===== src/rtl/spi_pkg.sv =====
// Shared SPI definitions: frame/synchronizer defaults, link state and clock mode.
// Used by both the SPI slave and the SPI master.
package spi_pkg;

    localparam int DATA_W_DEF      = 8;
    localparam int SYNC_STAGES_DEF = 2;

    localparam logic CPOL = 1'b0;
    localparam logic CPHA = 1'b0;

    typedef enum logic {
        IDLE   = 1'b0,
        ACTIVE = 1'b1
    } spi_state_t;

endpackage


===== src/rtl/spi_sync.sv =====
// Single-bit flop synchronizer of configurable depth, cleared by async active-low reset.
module spi_sync #(
    parameter int STAGES = 2
) (
    input  logic global_clk,
    input  logic reset,
    input  logic d,
    output logic q
);

    logic [STAGES-1:0] pipe;

    always_ff @(posedge global_clk or negedge reset) begin
        if (!reset) begin
            pipe <= '0;
        end else begin
            pipe <= {pipe[STAGES-2:0], d};
        end
    end

    assign q = pipe[STAGES-1];

endmodule


===== src/rtl/spi_slave.sv =====
// SPI slave (mode 0) oversampled on global_clk, with tx holding buffer and rx handshake.
// Define SPI_SLAVE_OVERRUN_EN to build the sticky rx_ovr overrun detector.
//
// state  | meaning
// IDLE   | ss high: miso held 0, sclk ignored
// ACTIVE | ss low: shifting a frame, back-to-back frames allowed
module spi_slave
    import spi_pkg::*;
#(
    parameter int DATA_W      = DATA_W_DEF,
    parameter int SYNC_STAGES = SYNC_STAGES_DEF
) (
    input  logic              global_clk,
    input  logic              reset,
    input  logic              sclk,
    input  logic              ss,
    input  logic              mosi,
    output logic              miso,
    input  logic [DATA_W-1:0] tx_data,
    input  logic              tx_load,
    output logic              tx_ready,
    output logic [DATA_W-1:0] rx_data,
    output logic              rx_valid,
    input  logic              rx_ack,
    output logic              rx_ovr
);

    localparam int CNT_W = $clog2(DATA_W);
    localparam logic [CNT_W-1:0] LAST_BIT = CNT_W'(DATA_W - 1);

    logic sclk_s, ss_s, mosi_s;
    logic sclk_d, ss_d, mosi_d;
    logic lead, trail, sample_edge, shift_edge;
    logic sample_q, shift_q;
    logic ss_fall, ss_rise;

    spi_state_t        state;
    logic [CNT_W-1:0]  bit_cnt;
    logic [DATA_W-2:0] rx_shift;
    logic [DATA_W-1:0] rx_next;
    logic [DATA_W-1:0] tx_shift;
    logic [DATA_W-1:0] tx_buf;
    logic [DATA_W-1:0] load_word;
    logic              skip_shift;

    spi_sync #(.STAGES(SYNC_STAGES)) u_sync_sclk (.global_clk(global_clk), .reset(reset), .d(sclk), .q(sclk_s));
    spi_sync #(.STAGES(SYNC_STAGES)) u_sync_ss   (.global_clk(global_clk), .reset(reset), .d(ss),   .q(ss_s));
    spi_sync #(.STAGES(SYNC_STAGES)) u_sync_mosi (.global_clk(global_clk), .reset(reset), .d(mosi), .q(mosi_s));

    assign lead        = (sclk_s ^ sclk_d) & (sclk_s ^ CPOL);
    assign trail       = (sclk_s ^ sclk_d) & ~(sclk_s ^ CPOL);
    assign sample_edge = CPHA ? trail : lead;
    assign shift_edge  = CPHA ? lead : trail;
    assign ss_fall     = ss_d & ~ss_s;
    assign ss_rise     = ~ss_d & ss_s;
    assign rx_next     = {rx_shift, mosi_d};
    assign load_word   = tx_ready ? '0 : tx_buf;

    always_ff @(posedge global_clk or negedge reset) begin
        if (!reset) begin
            sclk_d     <= 1'b0;
            ss_d       <= 1'b0;
            mosi_d     <= 1'b0;
            sample_q   <= 1'b0;
            shift_q    <= 1'b0;
            state      <= IDLE;
            bit_cnt    <= '0;
            rx_shift   <= '0;
            tx_shift   <= '0;
            tx_buf     <= '0;
            skip_shift <= 1'b0;
            tx_ready   <= 1'b1;
            rx_data    <= '0;
            rx_valid   <= 1'b0;
            miso       <= 1'b0;
        end else begin
            sclk_d   <= sclk_s;
            ss_d     <= ss_s;
            mosi_d   <= mosi_s;
            // Edge pulses and data are re-registered together so they stay aligned.
            sample_q <= sample_edge;
            shift_q  <= shift_edge;

            if (tx_load && tx_ready) begin
                tx_buf   <= tx_data;
                tx_ready <= 1'b0;
            end
            if (rx_ack) begin
                rx_valid <= 1'b0;
            end

            case (state)
                IDLE: begin
                    miso <= 1'b0;
                    if (ss_fall) begin
                        state      <= ACTIVE;
                        bit_cnt    <= '0;
                        tx_shift   <= load_word;
                        miso       <= load_word[DATA_W-1];
                        skip_shift <= 1'b0;
                        if (!tx_ready) tx_ready <= 1'b1;
                    end
                end
                ACTIVE: begin
                    if (ss_rise) begin
                        state      <= IDLE;
                        bit_cnt    <= '0;
                        tx_shift   <= '0;
                        miso       <= 1'b0;
                        skip_shift <= 1'b0;
                    end else if (sample_q) begin
                        rx_shift <= rx_next[DATA_W-2:0];
                        if (bit_cnt == LAST_BIT) begin
                            bit_cnt    <= '0;
                            rx_data    <= rx_next;
                            rx_valid   <= 1'b1;
                            tx_shift   <= load_word;
                            miso       <= load_word[DATA_W-1];
                            // The trailing edge of the last bit must not shift out the new MSB.
                            skip_shift <= 1'b1;
                            if (!tx_ready) tx_ready <= 1'b1;
                        end else begin
                            bit_cnt <= bit_cnt + CNT_W'(1);
                        end
                    end else if (shift_q) begin
                        if (skip_shift) begin
                            skip_shift <= 1'b0;
                        end else begin
                            tx_shift <= tx_shift << 1;
                            miso     <= tx_shift[DATA_W-2];
                        end
                    end
                end
                default: state <= IDLE;
            endcase
        end
    end

`ifdef SPI_SLAVE_OVERRUN_EN
    always_ff @(posedge global_clk or negedge reset) begin
        if (!reset) begin
            rx_ovr <= 1'b0;
        end else if (state == ACTIVE && !ss_rise && sample_q && bit_cnt == LAST_BIT
                     && rx_valid && !rx_ack) begin
            rx_ovr <= 1'b1;
        end else if (rx_ack) begin
            rx_ovr <= 1'b0;
        end
    end
`else
    assign rx_ovr = 1'b0;
`endif

endmodule


===== config.mk =====
export PLATFORM = sky130hd
export DESIGN_NAME = spi_slave
export DESIGN_NICKNAME = d
export VERILOG_FILES = /design/src/rtl/spi_pkg.sv /design/src/rtl/spi_sync.sv /design/src/rtl/spi_slave.sv
export SDC_FILE = /design/constraint.sdc
export NUM_CORES = 1
export LEC_CHECK = 0
export BUFFER_PORTS_ARGS = -buffer_cell sky130_fd_sc_hd__buf_2
export CAP_MARGIN = 20
export CORE_MARGIN = 2
export CORE_UTILIZATION = 50
export DETAILED_ROUTE_END_ITERATION = 12
export PLACE_DENSITY = 0.81
export SYNTH_ARGS = -nofsm -noshare
export SYNTH_HDL_FRONTEND = slang
export SYNTH_SLANG_ARGS = --single-unit

===== constraint.sdc =====
create_clock -name global_clk -period 1.7 [get_ports global_clk]
set_input_delay 0.17 -clock global_clk [delete_from_list [all_inputs] [get_ports global_clk]]
set_output_delay 0.17 -clock global_clk [all_outputs]
set_load 0.005 [all_outputs]

Word level (Yosys, flattened, before mapping)
Index checks and enable logic that the tools add are counted.

storage, ports and cells
  bits in registers = 49
  bits in latches = 0
  bits in writable memories = 0
  ROM bits = 0
  input port bits = 15
  output and inout bits = 12
  logic and storage cells = 83
  memories = 0

operators by class
  add/sub/neg operators = 1
  multiply operators = 0
  divide/modulo/power cells = 0
  $lt $le $gt $ge = 0
  eq/ne operators = 6
  shifts and indexed selects = 0
  multiplexer cells = 41
  bitwise gates (word level) = 10
  reductions and logical operators = 7

operators by type and width
  cell                                                                      number
  7-bit two-way mux                                                         6
  1-bit two-way mux                                                         24
  7-bit case mux with 2 select lines                                        1
  3-bit two-way mux                                                         4
  3-bit AND reduction                                                       3
  8-bit two-way mux                                                         1
  4-bit inequality test (second input constant)                             2
  1-bit case mux with 2 select lines                                        4
  4-bit AND reduction                                                       2
  3-bit case mux with 2 select lines                                        1
  1-bit NOT                                                                 5
  1-bit bitwise AND                                                         4
  4-bit by 3-bit inequality test with 1-bit output (second input constant)  1
  3-bit by 1-bit adder with 3-bit output (second input constant)            1
  3-bit equality test (second input constant)                               1
  3-bit inequality test (second input constant)                             1
  2-bit inequality test (second input constant)                             1
  2-bit AND reduction                                                       1
  1-bit logical AND                                                         1
  1-bit XOR                                                                 1

Longest topological paths before layout
Gate-level depths: netlist of run 1.

  depth in word-level cells = 7
  depth in mapped cells = 5
  mapped depth without buffers = 5

Modules after synthesis
Synthesis of run 1 repeated with hierarchy kept, for this count alone.

unflattened totals
  cells, all modules = 142
  area total of the unflattened synthesis = 2008.2 sq um

by module, submodules not included
  module     times used  cells each  area an instance (sq um)  sequential area each (sq um)
  spi_slave  1           136         1858.0                    1077.3
  spi_sync   3           2           50.0                      50.0

Worst setup path before layout of run 1
Ideal clock, no wire load.

  path kind = reg2reg
  start = register bit_cnt[1]
  end = register tx_shift[1]
  setup time = 0.125 ns
  arrival time = 1.532 ns
  data required time = 1.575 ns
  setup slack = 0.044 ns
  cell stages (with the launch flop) = 6
  buffers on the path = 0
  clock period less this slack = 1.656 ns
  path through = dfrtp_1 > ha_1 > ha_1 > inv_1 > a221oi_4 > mux2_2

on the way
  cells in the longest elaborated chain, start to end = 3

ends and longest elaborated chain
  element                                                     RTL line          text
  from (decl)                                                 spi_slave.sv:38   logic [CNT_W-1:0] bit_cnt;
  from (signal assigned)                                      spi_slave.sv:123  bit_cnt <= bit_cnt + CNT_W'(1);
  3-bit equality test                                         spi_slave.sv:113  if (bit_cnt == LAST_BIT) begin
  4-bit by 3-bit inequality test with 1-bit output (no line)  -
  4-bit AND reduction (no line)                               -
  to (signal assigned)                                        spi_slave.sv:98   tx_shift <= load_word;
  to (signal assigned)                                        spi_slave.sv:117  tx_shift <= load_word;
  to (signal assigned)                                        spi_slave.sv:129  tx_shift <= tx_shift << 1;
  to (decl)                                                   spi_slave.sv:41   logic [DATA_W-1:0] tx_shift;

No other way between the ends.
A chain may end at the register's enable or synchronous reset.

Worst setup path after layout of run 1
  start = register u_sync_ss.pipe[1]
  end = register tx_shift[5]

on the way
  cells in the longest elaborated chain, start to end = 4
  elaborated cells between the ends (all ways) = 10
  classes of those cells = 4 x eq/ne; 2 x mux; 3 x bitwise; 1 x reduce/logical

ends and longest elaborated chain
  element                          RTL line         text
  from (decl)                      spi_sync.sv:11   logic [STAGES-1:0] pipe;
  from (signal assigned)           spi_sync.sv:17   pipe <= {pipe[STAGES-2:0], d};
  1-bit NOT                        spi_slave.sv:54  assign ss_fall = ss_d & ~ss_s;
  1-bit bitwise AND                spi_slave.sv:54
  2-bit inequality test (no line)  -
  4-bit AND reduction (no line)    -

Parallel ways exist; a longest one is shown, timed or not.

==> tab_implementation.tex, run 1 <==
\begin{tabular}{lr}
\hline
Metric & Value \\
\hline
\multicolumn{2}{l}{\textbf{Status}} \\
Outcome & complete, no violations \\
\multicolumn{2}{l}{\textbf{Floorplan}} \\
Number of primary I/O pins & 27 \\
Total Die Area & 4420 um2 \\
Number of cell rows & 22 \\
Die width & 66.5 um \\
Core Region & 3720 um2 \\
Initial Util & about 53\% \\
Chip height & between 60 and 70 um \\
\multicolumn{2}{l}{\textbf{Clock network}} \\
CTS Buffer Depth & 2 \\
Deepest level of the CTS H-tree & 2 \\
Clock buffers created by TritonCTS & 5 \\
Clk\_lat worst skew & 300 ps \\
Clock transition at the registers of the reported paths & 90 ps \\
Clk root buf & clkbuf\_8 \\
Clock tree from TritonCTS & built \\
Clock net sink count & 49 \\
\multicolumn{2}{l}{\textbf{Routing}} \\
Number of nets with antenna violations after routing & 0 \\
Routed via count & 1,287 \\
Initial DRC Count & 54 \\
Total Routed Length & between 3000 and 4000 um \\
Post-detailed-route via-to-cell ratio & 5.25 \\
Post-route DRC & 0 \\
Average wire per standard cell & 14.0 um \\
Total iterations of the first detailed-routing run & 4 \\
\multicolumn{2}{l}{\textbf{Global routing}} \\
GRT Residual Overflow & 0 \\
Number of antenna violations at the first check in global routing & 0 \\
Busiest grt layer & met2 \\
Met3 routing resource usage after global routing & 5.07\% \\
Pin count of the biggest net entering global routing & 28 \\
Global-route wire length before repair & 5830 um \\
Via count of the first global-routing pass & 1,278 \\
All-Layer GR Usage & 18.1\% \\
Global-route track usage on met1 & between 20\% and 30\% \\
M2 GR Usage & 32.1\% \\
\multicolumn{2}{l}{\textbf{Critical path}} \\
Setup slack on the worst flop-to-flop path & approximately 67 ps \\
Kind of end point of the critical path & register \\
Register-to-Register Path Depth & 5 \\
Critical path required time & 1890 ps \\
Element type at the critical path start & register \\
Type of the setup path with the least slack & register to register \\
Arrival @ worst endpoint & 1820 ps \\
Largest driver fanout on the critical path & 5 \\
\multicolumn{2}{l}{\textbf{STA}} \\
Worst-Margin Slew & 555 ps \\
Number of failing setup endpoints in the final timing report & 0 \\
Fin crit period & 1630 ps \\
Maximum frequency from static timing analysis & 612 MHz \\
Final-report max-slew violation count & 0 \\
Setup TNS & 0 ps \\
Period utilisation layout & 96.0\% \\
Relative slew margins & 63.0\% \\
Worst setup skew after layout & 4.26 ps \\
RSZ-0062 raised after global routing & yes \\
Total count of hold-check failures in the final report & 0 \\
\multicolumn{2}{l}{\textbf{Min path}} \\
Worst hold stages & 2 \\
Path class of the lowest-slack min-delay path & input pin to register \\
\multicolumn{2}{l}{\textbf{Synth}} \\
Dominant combinational cell family by area after synthesis & multiplexers \\
Netlist Area Pre-Place & 1950 um2 \\
Adder and majority cell fraction of the synthesized area & 1.28\% \\
Number of warning messages in the yosys log & 0 \\
Synth Flop Type & dfrtp\_1 \\
Area fraction in compound gates after synthesis & approximately a tenth \\
Net Count, Synth & between 150 and 200 \\
Synth Area per Inst & around 13 um2 \\
Yosys cell types & 30 \\
Register bit total from synthesis & 49 \\
Share of synthesized area occupied by flip-flops and latches & 62.8\% \\
Cell count after synthesis & around 150 \\
Proportion of synthesized area in mux cells & 13.8\% \\
Number of enable-type register cells in the synthesized netlist & 0 \\
Async set-reset flop share out of synthesis & 100\% \\
Xor-xnor portion of the synthesized cell area & 0\% \\
Simple-gate area share of the yosys netlist & between 10\% and 20\% \\
\multicolumn{2}{l}{\textbf{Cells and area}} \\
Summed area of non-filler cells in the final layout & 2380 um2 \\
Number of nets at the end of the flow & 213 \\
Multi-input gate area in the final layout & 712 um2 \\
Growth of design area from synthesis to finish & 22.0\% \\
Number of standard cells in the layout, taps in and fillers out & 245 \\
Diode insertion count for antenna repair & 0 \\
Ratio of cells with drive above 1 in the final layout & 39.1\% \\
Fill cell count & 296 \\
Register area & 1230 um2 \\
\multicolumn{2}{l}{\textbf{Pwr}} \\
Worst IR drop on VDD & between 0.6 and 0.7 mV \\
Ratio of total power to cell area & 1220 nW/um2 \\
Total leakage power & 1.19 nW \\
Post-layout power & slightly below 3 mW \\
\multicolumn{2}{l}{\textbf{Place}} \\
Dpl hpwl & 2480 um \\
Cell count after placement & about 230 \\
Area after detailed placement & 2180 um2 \\
Final weighted congestion in routability-driven placement & 0.832 \\
Number of port buffers & 25 \\
\multicolumn{2}{l}{\textbf{Job}} \\
Max-cap violations & 0 \\
\hline
\end{tabular}
cell usage in the layout (no fill, tap or decap), types with 2 or more instances in the layout:
cell type and instances:
a211oi_1 2, a21oi_1 2, a22o_1 6, buf_2 25, buf_4 10, clkbuf_8 6, dfrtp_1 48, dlygate4sd3_1 4
inv_1 4, mux2_2 22, nand2_1 24, nand2b_1 4, nor2_1 8, nor2b_1 3, o21ai_0 4
worst max-delay path, cell delays in order, from the launching register on:
cell and delay (ps):
dfrtp_1 410, nor2b_4 250, nor2_4 70, a221oi_4 300
buf_6 160, mux2_2 330
layout make-up:
cell class,instances,area share (%)
clock buffer,7,3.62
clock inverter,1,0.315
inverter,5,0.787
multi-input combinational,94,29.9
sequential,49,51.5
tap,48,2.52
timing repair buffer,41,11.4
sequential cells by signal, indices dropped and copies added (netlist names), 2 cells and up:
name / cells
bit_cnt: 3
rx_data: 8
rx_shift: 7
tx_buf: 8
tx_shift: 7
u_sync_mosi.pipe: 2
u_sync_sclk.pipe: 2
u_sync_ss.pipe: 2
final timing paths:
path                                   startpoint                end
min in group asynchronous                   reset         rx_data[6]
max in group asynchronous                   reset         bit_cnt[0]
worst min register to register  u_sync_ss.pipe[0]  u_sync_ss.pipe[1]
worst max register to register  u_sync_ss.pipe[1]        tx_shift[5]
worst max-delay path            u_sync_ss.pipe[1]        tx_shift[5]
worst min-delay path                       rx_ack           rx_valid
metal layers:
layer | up-vias | wire (um)
met2 | 35 | 1790
met4 | 0 | 38
met5 | - | 0
met3 | 6 | 154
li1 | 607 | -
met1 | 639 | 1460
power breakdown:
| group | internal, mW | switching [mW] | leakage (nW) |
|---|---|---|---|
| sequential | 1.44 | 0.171 | 0.624 |
| combinational | 0.359 | 0.254 | 0.523 |
| clock | 0.331 | 0.367 | 0.0445 |
kinds of logic (layout without fill, tap and decap cells):
group,after synthesis,in the layout
other,1,1
muxes,24,24
AOI/OAI and AO/OA,23,23
buffers and inverters,8,54
DFF,49,49
adders and majority gates,2,2
and+or+nand+nor,44,44
cell usage after synthesis (2+ instances only):
cell,number,area share [%]
a211oi_1,2,0.77
a21oi_1,2,0.51
a22o_1,6,2.7
buf_4,2,0.77
dfrtp_1,48,61
ha_1,2,1.3
inv_1,5,0.96
mux2_2,23,13
nand2_1,24,4.6
nand2b_1,4,1.3
nor2_1,8,1.5
nor2_2,2,0.64
nor2b_1,3,0.96
o21ai_0,4,1.0
stage by stage:
step	util (%)	hold WS, ps	setup slack [ps]
floorplan	-	-126	43.6
global placement	58.8	169	21.5
detailed placement	58.8	186	-52.6
CTS	62.9	53.1	1.96
global route	64.1	57.5	-12.8
finish	64.1	56.9	67.2
timing repair:
item	in CTS	in global routing
setup buffers	2	3
endpoints found under the setup margin	7	15
hold buffers	4	0
resized for setup	2	5
hold endpoints to repair	24	0
pin swaps	1	2
Power figures use the tool's default switching activity.
==> run 2, diff against run 1 <==
Settings changed: GPL_TIMING_DRIVEN set to 0.
==> run 2 against run 1 <==
Die area stayed put. Largest power group unchanged. Hold slack better by 1.4 ps. Sequential share of layout area grew 0.55 points. Sequential cell count did not move. Register-to-register slack got worse by 30 ps. Clock skew rose by 5.4 ps.
==> tab_implementation.tex, run 2 (synthesis gave the netlist of run 1 again) <==
\begin{tabular}{lr}
\hline
Metric & Value \\
\hline
\multicolumn{2}{l}{\textbf{Global routing}} \\
All-Layer GR Usage & 17.3\% \\
Pin count of the biggest net entering global routing & 50 \\
Via count of the first global-routing pass & approximately 1,300 \\
Global-route wire length before repair & 5660 um \\
GRT Residual Overflow & 0 \\
Number of antenna violations at the first check in global routing & 0 \\
\multicolumn{2}{l}{\textbf{STA}} \\
Final-report max-slew violation count & 0 \\
Setup TNS & 0 ps \\
Maximum frequency from static timing analysis & approximately 600 MHz \\
RSZ-0062 raised after global routing & yes \\
Period utilisation layout & a little over nine tenths \\
Crit path setup slack, layout & around 38 ps \\
Number of failing setup endpoints in the final timing report & 0 \\
Total count of hold-check failures in the final report & 0 \\
Worst hold slack & 58.2 ps \\
Worst setup skew after layout & about 9.7 ps \\
Fin crit period & 1660 ps \\
\multicolumn{2}{l}{\textbf{Cells and area}} \\
Regs by FF count & rx\_data (8), tx\_buf (8) \\
Fill cell count & 297 \\
Summed area of non-filler cells in the final layout & 2360 um2 \\
Number of nets at the end of the flow & 211 \\
Number of standard cells in the layout, taps in and fillers out & roughly 240 \\
Growth of design area from synthesis to finish & 20.7\% \\
Commonest non-fill, non-tap cell in the layout & dfrtp\_1 \\
Diode insertion count for antenna repair & 0 \\
Ratio of cells with drive above 1 in the final layout & 38.5\% \\
Highest-count cells in the layout ignoring fill and taps & 48 x dfrtp\_1, 26 x buf\_2, 24 x nand2\_1, 23 x mux2\_2, 8 x nor2\_1 \\
\multicolumn{2}{l}{\textbf{Clock network}} \\
Clock net sink count & 49 \\
CTS Buffer Depth & 2 \\
Clock buffers created by TritonCTS & 5 \\
Deepest level of the CTS H-tree & 2 \\
Clock tree from TritonCTS & built \\
Clock transition at the registers of the reported paths & roughly 90 ps \\
Clk root buf & clkbuf\_8 \\
Clk\_lat worst skew & 300 ps \\
\multicolumn{2}{l}{\textbf{Critical path}} \\
Arrival @ worst endpoint & 1850 ps \\
Beginning of the critical path & bit\_cnt[0] \\
Largest driver fanout on the critical path & 7 \\
Ordered cell list for the critical path & ha\_2 -> ha\_4 -> inv\_4 -> a221oi\_4 -> buf\_6 -> mux2\_2 \\
Largest incremental delay on the critical path & 380 ps \\
Kind of end point of the critical path & register \\
Element type at the critical path start & register \\
Launch instance of the worst register-to-register path & bit\_cnt[0] \\
Slowest-stage cell, CP & dfrtp\_1 \\
Type of the setup path with the least slack & register to register \\
Critical path required time & about 1900 ps \\
Buffers \& Inverters on Critical Path & 2 \\
Largest delay share family, worst path & flip-flops \\
\multicolumn{2}{l}{\textbf{Routing}} \\
Post-detailed-route via-to-cell ratio & 5.37 \\
Number of nets with antenna violations after routing & 0 \\
Total iterations of the first detailed-routing run & 4 \\
Routed via count & 1,306 \\
Initial DRC Count & 56 \\
Average wire per standard cell & between 10 and 15 um \\
Total Routed Length & 3360 um \\
Post-route DRC & 0 \\
\multicolumn{2}{l}{\textbf{Pwr}} \\
Worst IR drop on VDD & between 0.9 and 1 mV \\
Total leakage power & 1.18 nW \\
Ratio of total power to cell area & 1200 nW/um2 \\
\multicolumn{2}{l}{\textbf{Place}} \\
Pre-CTS setup slack & -162 ps \\
Area after detailed placement & 2140 um2 \\
Dpl hpwl & 2240 um \\
Cell count after placement & 224 \\
Number of port buffers & 25 \\
Final weighted congestion in routability-driven placement & 0.882 \\
\multicolumn{2}{l}{\textbf{Floorplan}} \\
Core Region & 3720 um2 \\
Number of cell rows & 22 \\
Chip height & 66.5 um \\
Number of primary I/O pins & 27 \\
Initial Util & 52.6\% \\
Total Die Area & 4420 um2 \\
Die width & 66.5 um \\
\multicolumn{2}{l}{\textbf{Min path}} \\
Startpoint of the lowest-slack hold path & rx\_ack \\
Path class of the lowest-slack min-delay path & input pin to register \\
\multicolumn{2}{l}{\textbf{Status}} \\
Outcome & complete, no violations \\
\multicolumn{2}{l}{\textbf{Job}} \\
Max-cap violations & 0 \\
\hline
\end{tabular}
run 2: worst paths after layout:
| path | end | depth (start not counted) | slack [ps] |
|---|---|---|---|
| max in group asynchronous | tx_ready | 3 | 780 |
| setup reg to reg | tx_shift[6] | 6 | 40 |
| setup / recovery | tx_shift[6] | 6 | 40 |
| hold / removal | rx_valid | 2 | 60 |
| hold reg to reg | u_sync_mosi.pipe[1] | 0 | 350 |
| min in group asynchronous | rx_shift[6] | 2 | 350 |
run 2: layer usage:
| layer | vias to the layer above | GRT usage [%] | share of wire, % |
|---|---|---|---|
| met5 | - | 0 | 0 |
| met4 | 0 | 7.40 | 1.3 |
| met3 | 6 | 6.59 | 5.5 |
| met2 | 37 | 28.7 | 50 |
| met1 | 657 | 20.0 | 44 |
| li1 | 606 | - | - |
run 2: power by group:
part	total (mW)	switching (mW)	internal, mW
logic	0.596	0.251	0.345
clock network	0.641	0.356	0.285
registers	1.60	0.164	1.44
run 2: per-stage QoR:
| stage | utilization [%] | total power, mW |
|---|---|---|
| after floorplan | - | 2.00 |
| after global placement | 57.6 | 2.13 |
| after detailed placement | 57.6 | 2.18 |
| after CTS | 61.9 | 2.85 |
| after global routing | 63.5 | 3.03 |
| final | 63.5 | 2.84 |
run 2: repair_timing:
action                     in CTS  in global routing
pin swaps                       1                  3
gates resized for setup         4                  4
buffers inserted                4                  2
hold buffers                    3                  1
hold endpoints to repair        3                 20
setup endpoints to repair       6                  7
run 2: final cells by class:
type	instances	area [um2]	share of cell area (%)
clock inverters	2	10.0	0.424
repair buffers	36	234	9.92
inverters	5	21.3	0.902
multi-input cells	94	713	30.2
well taps	48	60.1	2.55
clock buffers	6	72.6	3.08
flip-flops and latches	49	1230	52.0
plain buffers	3	20.0	0.849
==> run 3, diff against run 2 <==
Settings changed: CORE_UTILIZATION 50 to 35, PLACE_DENSITY 0.81 to 0.62.
==> run 3 against run 2 <==
Utilization down 19 points. Clock-buffer cell count up 1. Combinational power up 4.4%. Clock skew down 4.1 ps. Power up 2.1%. Critical endpoint is now tx_shift[5]. Highest routed layer unchanged.
==> tab_implementation.tex, run 3 (synthesis gave the netlist of run 1 again) <==
\begin{tabular}{lr}
\hline
Metric & Value \\
\hline
\multicolumn{2}{l}{\textbf{Clock network}} \\
Clock transition at the registers of the reported paths & 80 ps \\
Clk root buf & clkbuf\_8 \\
Clock buffers created by TritonCTS & 5 \\
CTS Buffer Depth & 2 \\
Clock tree from TritonCTS & built \\
Clk\_lat worst skew & 300 ps \\
Clock net sink count & 49 \\
Deepest level of the CTS H-tree & 2 \\
\multicolumn{2}{l}{\textbf{Global routing}} \\
Met3 routing resource usage after global routing & 4.77\% \\
Busiest grt layer & met2 \\
M2 GR Usage & 18.2\% \\
Via count of the first global-routing pass & 1,198 \\
GRT Residual Overflow & 0 \\
Pin count of the biggest net entering global routing & 50 \\
Global-route wire length before repair & 5600 um \\
Number of antenna violations at the first check in global routing & 0 \\
All-Layer GR Usage & 11.7\% \\
Global-route track usage on met1 & 15.2\% \\
\multicolumn{2}{l}{\textbf{Floorplan}} \\
Initial Util & 35.9\% \\
Number of cell rows & 27 \\
Die width & 78.7 um \\
Core Region & approximately 5400 um2 \\
Number of primary I/O pins & 27 \\
Chip height & between 70 and 80 um \\
Total Die Area & 6200 um2 \\
\multicolumn{2}{l}{\textbf{Job}} \\
Max-cap violations & 0 \\
\multicolumn{2}{l}{\textbf{Cells and area}} \\
Highest-count cells in the layout ignoring fill and taps & 47 x dfrtp\_1, 26 x buf\_2, 24 x nand2\_1, 20 x mux2\_2, 8 x nor2\_1 \\
Diode insertion count for antenna repair & 0 \\
Commonest non-fill, non-tap cell in the layout & dfrtp\_1 \\
Number of nets at the end of the flow & 212 \\
Growth of design area from synthesis to finish & 23.4\% \\
Register area & 1230 um2 \\
Regs by FF count & rx\_data (8), tx\_buf (8) \\
Summed area of non-filler cells in the final layout & 2410 um2 \\
Fill cell count & 534 \\
Ratio of cells with drive above 1 in the final layout & 39.0\% \\
Multi-input gate area in the final layout & 719 um2 \\
\multicolumn{2}{l}{\textbf{Pwr}} \\
Clock power frac & 23.1\% \\
Net switching power of the design & 0.765 mW \\
Share of total power consumed by net switching & 26.4\% \\
Register share of total power & 55.4\% \\
Part of the power in combinational logic & 21.5\% \\
Total leakage power & 1.19 nW \\
Worst IR drop on VDD & 0.646 mV \\
Cell-internal power & 2.13 mW \\
Ratio of total power to cell area & between 1000 and 1500 nW/um2 \\
\multicolumn{2}{l}{\textbf{STA}} \\
Fin crit period & 1660 ps \\
Final-report max-slew violation count & 0 \\
Setup TNS & 0 ps \\
Total count of hold-check failures in the final report & 0 \\
Maximum frequency from static timing analysis & roughly 600 MHz \\
Number of failing setup endpoints in the final timing report & 0 \\
Period utilisation layout & a little over nine tenths \\
Crit path setup slack, layout & 43.6 ps \\
Worst setup skew after layout & 5.55 ps \\
RSZ-0062 raised after global routing & yes \\
\multicolumn{2}{l}{\textbf{Min path}} \\
Path class of the lowest-slack min-delay path & input pin to register \\
Worst hold stages & 2 \\
\multicolumn{2}{l}{\textbf{Routing}} \\
Total Routed Length & $\sim$3300 um \\
Post-detailed-route via-to-cell ratio & 4.71 \\
Initial DRC Count & 19 \\
Average wire per standard cell & 12.2 um \\
Number of nets with antenna violations after routing & 0 \\
Post-route DRC & 0 \\
Total iterations of the first detailed-routing run & 4 \\
Routed via count & 1,258 \\
\multicolumn{2}{l}{\textbf{Critical path}} \\
Register-to-Register Path Depth & 5 \\
Largest driver fanout on the critical path & 5 \\
Type of the setup path with the least slack & register to register \\
Element type at the critical path start & register \\
Arrival @ worst endpoint & about 1800 ps \\
Critical path required time & 1880 ps \\
Kind of end point of the critical path & register \\
\multicolumn{2}{l}{\textbf{Place}} \\
Dpl hpwl & 2170 um \\
Final weighted congestion in routability-driven placement & 0.732 \\
Number of port buffers & 25 \\
Area after detailed placement & 2170 um2 \\
Pre-CTS setup slack & -166 ps \\
\multicolumn{2}{l}{\textbf{Status}} \\
Outcome & complete, no violations \\
\hline
\end{tabular}
-- run 3: cell count changes in the layout (fill, tap and decap cells not counted), sizes merged --
cell and change:
buf +1, clkbuf +1, clkinv -2
-- run 3: path summary, 6_finish.rpt --
path	start	endpoint	slack, ps
min in group asynchronous	reset	rx_data[6]	350
min reg2reg	u_sync_sclk.pipe[0]	u_sync_sclk.pipe[1]	350
min	rx_ack	rx_valid	60
max in group asynchronous	reset	sample_q	820
max	ss_d	tx_shift[5]	40
max reg2reg	ss_d	tx_shift[5]	40
-- run 3: repair_timing --
action / in CTS / in global routing
gates resized for setup: 5 / 7
hold buffers: 3 / 1
setup buffers: 5 / 2
pin swaps: 1 / 2
hold endpoints to repair: 3 / 18
setup endpoints to repair: 6 / 8
-- run 3: per-layer routing --
layer / wire, um / vias to the layer above / part of all wire [%]
met3: 185 / 2 / 5.7
li1: - / 605 / -
met2: 1510 / 31 / 46
met5: 0 / - / 0
met4: 17 / 0 / 0.52
met1: 1560 / 620 / 48
-- run 3: per-stage QoR --
stage	std cells	util (%)	power [mW]	hold slack, ps
floorplan	151	-	2.00	-126
global placement	248	39.9	2.16	278
detailed placement	248	39.9	2.18	279
CTS	263	43.1	2.90	50.8
global route	267	44.3	3.10	54.1
finish	267	44.3	2.90	64.3
-- run 3: power by group through the flow --
stage,Clock [mW],Combinational [mW],Sequential [mW]
floorplan,0,0.427,1.57
global placement,0,0.535,1.62
detailed placement,0,0.551,1.63
CTS,0.707,0.590,1.60
global route,0.765,0.695,1.64
finish,0.671,0.622,1.61
-- run 3: area by class of cell --
| cell class | count | share of cell area [%] |
|---|---|---|
| inverter | 5 | 0.882 |
| buffer | 3 | 0.830 |
| tap | 72 | 3.74 |
| sequential | 49 | 51.0 |
| clock buffer | 7 | 3.58 |
| multi-input combinational | 94 | 29.8 |
| timing repair buffer | 37 | 10.2 |
-- run 3: worst max-delay path, stage by stage (launching register included) --
cell and delay, ps:
dfrtp_1 430, nor2b_4 210, nor2_2 90, a221oi_4 320, buf_6 160, mux2_2 320
